$ cat src/rtl/uart_tx_pkg.sv
// rtl/uart_tx_pkg.sv - shared types and constants for the UART transmitter
package uart_tx_pkg;

    localparam int UART_BYTE_W          = 8;
    localparam int DEFAULT_CLKS_PER_BIT = 868;

    typedef enum logic [1:0] {
        IDLE  = 2'd0,
        START = 2'd1,
        DATA  = 2'd2,
        STOP  = 2'd3
    } uart_state_e;

endpackage

$ cat src/rtl/uart_tx_if.sv
// rtl/uart_tx_if.sv - byte write port and serial/status outputs of the UART transmitter
interface uart_tx_if;
    import uart_tx_pkg::*;

    logic [UART_BYTE_W-1:0] uart;
    logic                   uart_we;
    logic                   tx;
    logic                   busy;
    logic                   fifo_full;
    logic                   overflow;

    modport master (
        output uart, uart_we,
        input  tx, busy, fifo_full, overflow
    );

    modport slave (
        input  uart, uart_we,
        output tx, busy, fifo_full, overflow
    );

endinterface

$ cat src/rtl/uart_tx_fifo.sv
// rtl/uart_tx_fifo.sv - circular byte buffer feeding the UART transmitter
module uart_tx_fifo
    import uart_tx_pkg::*;
#(
    parameter int FIFO_DEPTH = 16
) (
    input  logic                          clk,
    input  logic                          rst,
    input  logic                          push,
    input  logic                          pop,
    input  logic [UART_BYTE_W-1:0]        din,
    output logic [UART_BYTE_W-1:0]        dout,
    output logic                          full,
    output logic                          empty,
    output logic [$clog2(FIFO_DEPTH):0]   count
);
    localparam int AW = $clog2(FIFO_DEPTH);
    localparam int CW = AW + 1;

    logic [UART_BYTE_W-1:0] mem_q [FIFO_DEPTH];
    logic [AW-1:0]          wr_ptr_q, wr_ptr_d;
    logic [AW-1:0]          rd_ptr_q, rd_ptr_d;
    logic [CW-1:0]          count_q, count_d;
    logic                   do_push;
    logic                   do_pop;

    assign full  = (count_q == CW'(FIFO_DEPTH));
    assign empty = (count_q == '0);
    assign count = count_q;
    assign dout  = mem_q[rd_ptr_q];

    // A full buffer still accepts a write when the same cycle frees a slot.
    always_comb begin
        do_pop   = pop && !empty;
        do_push  = push && (!full || do_pop);
        wr_ptr_d = wr_ptr_q + AW'(do_push);
        rd_ptr_d = rd_ptr_q + AW'(do_pop);
        count_d  = count_q + CW'(do_push) - CW'(do_pop);
    end

    always_ff @(posedge clk or negedge rst) begin
        if (!rst) begin
            wr_ptr_q <= '0;
            rd_ptr_q <= '0;
            count_q  <= '0;
        end else begin
            wr_ptr_q <= wr_ptr_d;
            rd_ptr_q <= rd_ptr_d;
            count_q  <= count_d;
        end
    end

    always_ff @(posedge clk) begin
        if (do_push) begin
            mem_q[wr_ptr_q] <= din;
        end
    end

endmodule

$ cat src/rtl/uart_tx.sv
// rtl/uart_tx.sv - buffered 8N1 UART transmitter with overflow reporting
module uart_tx
    import uart_tx_pkg::*;
#(
    parameter int CLKS_PER_BIT = DEFAULT_CLKS_PER_BIT,
    parameter int FIFO_DEPTH   = 16
) (
    input  logic     clk,
    input  logic     rst,
    uart_tx_if.slave bus
);
    localparam int            BW        = (CLKS_PER_BIT > 2) ? $clog2(CLKS_PER_BIT) : 1;
    localparam logic [BW-1:0] BAUD_LAST = BW'(CLKS_PER_BIT - 1);

    uart_state_e            state_q, state_d;
    logic [BW-1:0]          baud_q, baud_d;
    logic [2:0]             bit_q, bit_d;
    logic [UART_BYTE_W-1:0] shift_q, shift_d;
    logic                   tx_q, tx_d;
    logic                   busy_q, busy_d;
    logic                   overflow_q, overflow_d;

    logic                   fifo_pop;
    logic [UART_BYTE_W-1:0] fifo_dout;
    logic                   fifo_full;
    logic                   fifo_empty;
    logic [$clog2(FIFO_DEPTH):0] fifo_count;
    logic                   bit_end;

    uart_tx_fifo #(.FIFO_DEPTH(FIFO_DEPTH)) u_fifo (
        .clk   (clk),
        .rst   (rst),
        .push  (bus.uart_we),
        .pop   (fifo_pop),
        .din   (bus.uart),
        .dout  (fifo_dout),
        .full  (fifo_full),
        .empty (fifo_empty),
        .count (fifo_count)
    );

    assign bit_end = (baud_q == BAUD_LAST);

    always_comb begin
        state_d  = state_q;
        baud_d   = bit_end ? '0 : baud_q + BW'(1);
        bit_d    = bit_q;
        shift_d  = shift_q;
        fifo_pop = 1'b0;

        case (state_q)
            IDLE: begin
                baud_d = '0;
                if (!fifo_empty) begin
                    fifo_pop = 1'b1;
                    shift_d  = fifo_dout;
                    bit_d    = '0;
                    state_d  = START;
                end
            end
            START: begin
                if (bit_end) state_d = DATA;
            end
            DATA: begin
                if (bit_end) begin
                    shift_d = shift_q >> 1;
                    bit_d   = bit_q + 3'd1;
                    if (bit_q == 3'd7) state_d = STOP;
                end
            end
            STOP: begin
                // Chain straight into the next start bit so queued bytes leave no idle gap.
                if (bit_end) begin
                    if (!fifo_empty) begin
                        fifo_pop = 1'b1;
                        shift_d  = fifo_dout;
                        bit_d    = '0;
                        state_d  = START;
                    end else begin
                        state_d  = IDLE;
                    end
                end
            end
            default: state_d = IDLE;
        endcase

        case (state_q)
            START:   tx_d = 1'b0;
            DATA:    tx_d = shift_q[0];
            default: tx_d = 1'b1;
        endcase

        busy_d     = (state_q != IDLE) || (fifo_count != '0);
        overflow_d = bus.uart_we && fifo_full && !fifo_pop;
    end

    always_ff @(posedge clk or negedge rst) begin
        if (!rst) begin
            state_q    <= IDLE;
            baud_q     <= '0;
            bit_q      <= '0;
            shift_q    <= '0;
            tx_q       <= 1'b1;
            busy_q     <= 1'b0;
            overflow_q <= 1'b0;
        end else begin
            state_q    <= state_d;
            baud_q     <= baud_d;
            bit_q      <= bit_d;
            shift_q    <= shift_d;
            tx_q       <= tx_d;
            busy_q     <= busy_d;
            overflow_q <= overflow_d;
        end
    end

    assign bus.tx        = tx_q;
    assign bus.busy      = busy_q;
    assign bus.fifo_full = fifo_full;
    assign bus.overflow  = overflow_q;

endmodule

$ cat src/flat_wrapper.sv
// flat-port wrapper written by rule: the top's interface ports become plain ports
module uart_tx_flat import uart_tx_pkg::*;
#(
    parameter int CLKS_PER_BIT = DEFAULT_CLKS_PER_BIT,
    parameter int FIFO_DEPTH   = 16
)
  (clk, rst, bus_uart, bus_uart_we, bus_tx, bus_busy, bus_fifo_full, bus_overflow);
  uart_tx_if bus_i ();
  input  logic clk;
  input  logic rst;
  input wire logic [$bits(bus_i.uart)-1:0] bus_uart;
  input wire logic [$bits(bus_i.uart_we)-1:0] bus_uart_we;
  output wire logic [$bits(bus_i.tx)-1:0] bus_tx;
  output wire logic [$bits(bus_i.busy)-1:0] bus_busy;
  output wire logic [$bits(bus_i.fifo_full)-1:0] bus_fifo_full;
  output wire logic [$bits(bus_i.overflow)-1:0] bus_overflow;
  assign bus_i.uart = bus_uart;
  assign bus_i.uart_we = bus_uart_we;
  assign bus_tx = bus_i.tx;
  assign bus_busy = bus_i.busy;
  assign bus_fifo_full = bus_i.fifo_full;
  assign bus_overflow = bus_i.overflow;
  uart_tx #(.CLKS_PER_BIT(CLKS_PER_BIT), .FIFO_DEPTH(FIFO_DEPTH)) u_core (.clk(clk), .rst(rst), .bus(bus_i));
endmodule
$ cat config.mk
export PLATFORM = sky130hd
export DESIGN_NAME = uart_tx_flat
export DESIGN_NICKNAME = d
export VERILOG_FILES = /design/src/rtl/uart_tx_pkg.sv /design/src/rtl/uart_tx_if.sv /design/src/rtl/uart_tx_fifo.sv /design/src/rtl/uart_tx.sv /design/src/flat_wrapper.sv
export SDC_FILE = /design/constraint.sdc
export NUM_CORES = 1
export LEC_CHECK = 0
export CORE_ASPECT_RATIO = 0.6
export CORE_MARGIN = 10
export CORE_UTILIZATION = 60
export CTS_CLUSTER_DIAMETER = 30
export DETAILED_ROUTE_END_ITERATION = 10
export GPL_TIMING_DRIVEN = 0
export PLACE_DENSITY = 0.78
export SETUP_SLACK_MARGIN = 0.15
export SLEW_MARGIN = 15
export SYNTH_ARGS = -nofsm -noshare
export SYNTH_HDL_FRONTEND = slang
export SYNTH_SLANG_ARGS = --single-unit
$ cat constraint.sdc
create_clock -name clk -period 3.9 [get_ports clk]
set_clock_uncertainty 0.2 [all_clocks]
set_input_delay 0.78 -clock clk [delete_from_list [all_inputs] [get_ports clk]]
set_output_delay 0.78 -clock clk [all_outputs]
set_load 0.03 [all_outputs]
==> run metrics <==
status=finished clean; worst-path fanout max=9; final slew viol count=0; pwr dens=538 mW/mm2; f_max=325 MHz; Req. time, crit path=3.73 ns; CTS clock-pin slew for the worst setup and hold paths=0.07 ns; Post-CTS Setup Inserts=0; Initial Utilization=62.2%; RSZ-0062 raised after global routing=false; ys async rst share=23.4%; worst skew pair latency=0.42 ns; total power draw=4.35 mW; Die X=161 um; Area growth, synth to finish=13.6%; final wirelength=13900 um; Mapped Cells=411; most common cell in the synthesized netlist=edfxtp_1; Final Cycle Share=78.9%; final hold viol count=0; share of post-route cells with drive strength above 1=19.0%; synth top area cells=edfxtp_1 54%, dfrtp_1 13%, mux4_1 5.5%; first drt pass iteration count=5; Placer Congestion=0.847; Rows=30; CTS tree=done; crit path capture type=flip-flop; crit start category=flip-flop; register area share after synthesis=67.7%; FF-to-FF End=u_core.u_fifo.mem_q[13][4]$_DFFE_PP_; Max Root-Sink Buffers=2; Setup TNS=0 ns; GRT Residual Overflow=0; Layout Nets=476; #FFs+latches synth=167; Netlist cell types=53; GR Util All Layers=17.3%; Syn Std Cell Area=0.00712 mm2; Max Cap Viol=0; cts bufs inserted=17; largest net degree at the start of global routing=31; drc violations=0; cts repair resizes=0; Worst R2R Path Depth=6; Total Die Area=0.0168 mm2; Synth Area per Inst=17.3 um2; initial antenna violation count=0; Routed WL per cell=22.5 um; area share of the largest cell type after synthesis=54.0%; Hold Buf Count CTS=0; Root Driver=clkbuf_16; Post-DP HPWL=9230 um; first-pass GRT wire length=21900 um; Post-synth EDFFs=128; Hold Crit Class=in -> async; Worst VDD drop=0.410 mV; total core area=0.0114 mm2; area leader, netlist=edfxtp_1; crit path kind=reg -> reg; Vias per Instance=6.14; Clock Sinks=167; H-tree depth=4; Pleak=2.90 nW; ys flop type=edfxtp_1; io pins=15; synth warn=0; DR iter-0 viols=348; Final min period=3.08 ns; Final setup viols=0; Post-DRT Antenna Nets=0; vias in the first global route=3764; via count=3800; Syn Nets=441; headroom to the max-slew limit=29.6%; reg2reg start=u_core.baud_q[0]$_DFF_PN0_; buffers added on ports=14; worst slew pin tran=1.05 ns; reg2reg setup slack=0.82 ns; crit path DAT=2.91 ns; ANT cells=0; Die Height=104 um; Post-synth top cells=128 x edfxtp_1, 38 x dfrtp_1, 29 x nor2_1
[cell families after synthesis]
family	count (synthesis)	synth area share, %
compound gates	46	4.75
xor+xnor	16	1.97
fa+ha+maj	19	3.45
buf+inv	29	2.92
flops	167	67.7
mux	36	11.6
simple gates	98	7.54
[per-stage QoR]
| step | setup slack [ns] | utilization, % | hold slack (ns) | cells | area, um2 |
|---|---|---|---|---|---|
| floorplan | 1.08 | - | 0.248 | 411 | 7120 |
| global placement | 0.209 | 65.1 | 0.279 | 585 | 7460 |
| detailed placement | 0.700 | 65.6 | 0.283 | 587 | 7510 |
| CTS | 0.826 | 70.6 | 0.0140 | 619 | 8080 |
| global route | 0.671 | 70.6 | 0.0207 | 619 | 8080 |
| finish | 0.822 | 70.6 | 0.0181 | 619 | 8080 |
[worst max path at each step]
stage	startpoint	end	slack [ns]	depth (start not counted)
floorplan	u_core.baud_q[0]$_DFF_PN0_	u_core.u_fifo.mem_q[2][0]$_DFFE_PP_	1.08	6
global placement	bus_uart_we	u_core.u_fifo.mem_q[2][0]$_DFFE_PP_	0.21	3
detailed placement	bus_uart_we	u_core.u_fifo.mem_q[8][1]$_DFFE_PP_	0.70	4
CTS	u_core.baud_q[0]$_DFF_PN0_	u_core.u_fifo.mem_q[13][4]$_DFFE_PP_	0.83	6
global route	u_core.baud_q[0]$_DFF_PN0_	u_core.u_fifo.count[4]$_DFF_PN0_	0.67	11
finish	u_core.baud_q[0]$_DFF_PN0_	u_core.u_fifo.mem_q[13][4]$_DFFE_PP_	0.82	6
[sequential cells by signal, summed over array words and instances (netlist names)]
| name | count |
|---|---|
| u_core.bus.overflow | 1 |
| u_core.u_fifo.rd_ptr_q | 4 |
| u_core.bus.busy | 1 |
| u_core.u_fifo.count | 5 |
| u_core.u_fifo.wr_ptr_q | 4 |
| u_core.u_fifo.mem_q | 128 |
| u_core.bus.tx | 1 |
| u_core.bit_q | 3 |
| u_core.state_q | 2 |
| u_core.shift_q | 8 |
| u_core.baud_q | 10 |
[layout by cell type, fill, tap and decap left out, types with 4 or more instances in the layout]
cell,count
nor2_1,29
clkbuf_1,4
inv_1,10
clkdlybuf4s50_1,13
nor3b_2,5
xnor2_1,6
buf_4,4
nor2b_1,4
nand2_1,21
nand3_1,14
dfrtp_1,38
mux4_2,17
o22a_1,7
edfxtp_1,128
buf_6,8
a21oi_1,12
clkbuf_16,17
a22oi_1,16
ha_1,18
mux4_1,15
xor2_1,10
[critical path, stage by stage (launching register included)]
cell and delay (ns):
dfrtp_1 0.40, ha_1 0.24, nor3b_2 0.33, a41oi_2 0.20, o2111a_1 0.28, buf_6 0.15, nor4_2 0.89
[final cells by class]
type / count / area, um2
inverters: 10 / 37.5
multi-input cells: 215 / 2110
clock inverters: 14 / 148
flip-flops and latches: 167 / 4820
repair buffers: 16 / 163
well taps: 160 / 200
fillers: 724 / 3370
plain buffers: 19 / 170
clock buffers: 18 / 429
[per-layer routing]
layer  wire length (um)  vias up  GRT usage (%)
met2               6290      143           24.0
met4                186        0           6.20
met5                  0        -              0
met3                990       24           4.58
li1                   -     1677              -
met1               6450     1956           25.5
[report_power, final]
group / internal (mW) / leakage (nW) / switching (mW) / total [mW]
logic: 0.201 / 0.989 / 0.298 / 0.500
registers: 2.11 / 1.63 / 0.100 / 2.21
clock network: 0.948 / 0.276 / 0.688 / 1.64
total: 3.26 / 2.90 / 1.09 / 4.35
(Power assumes the default switching activity.)
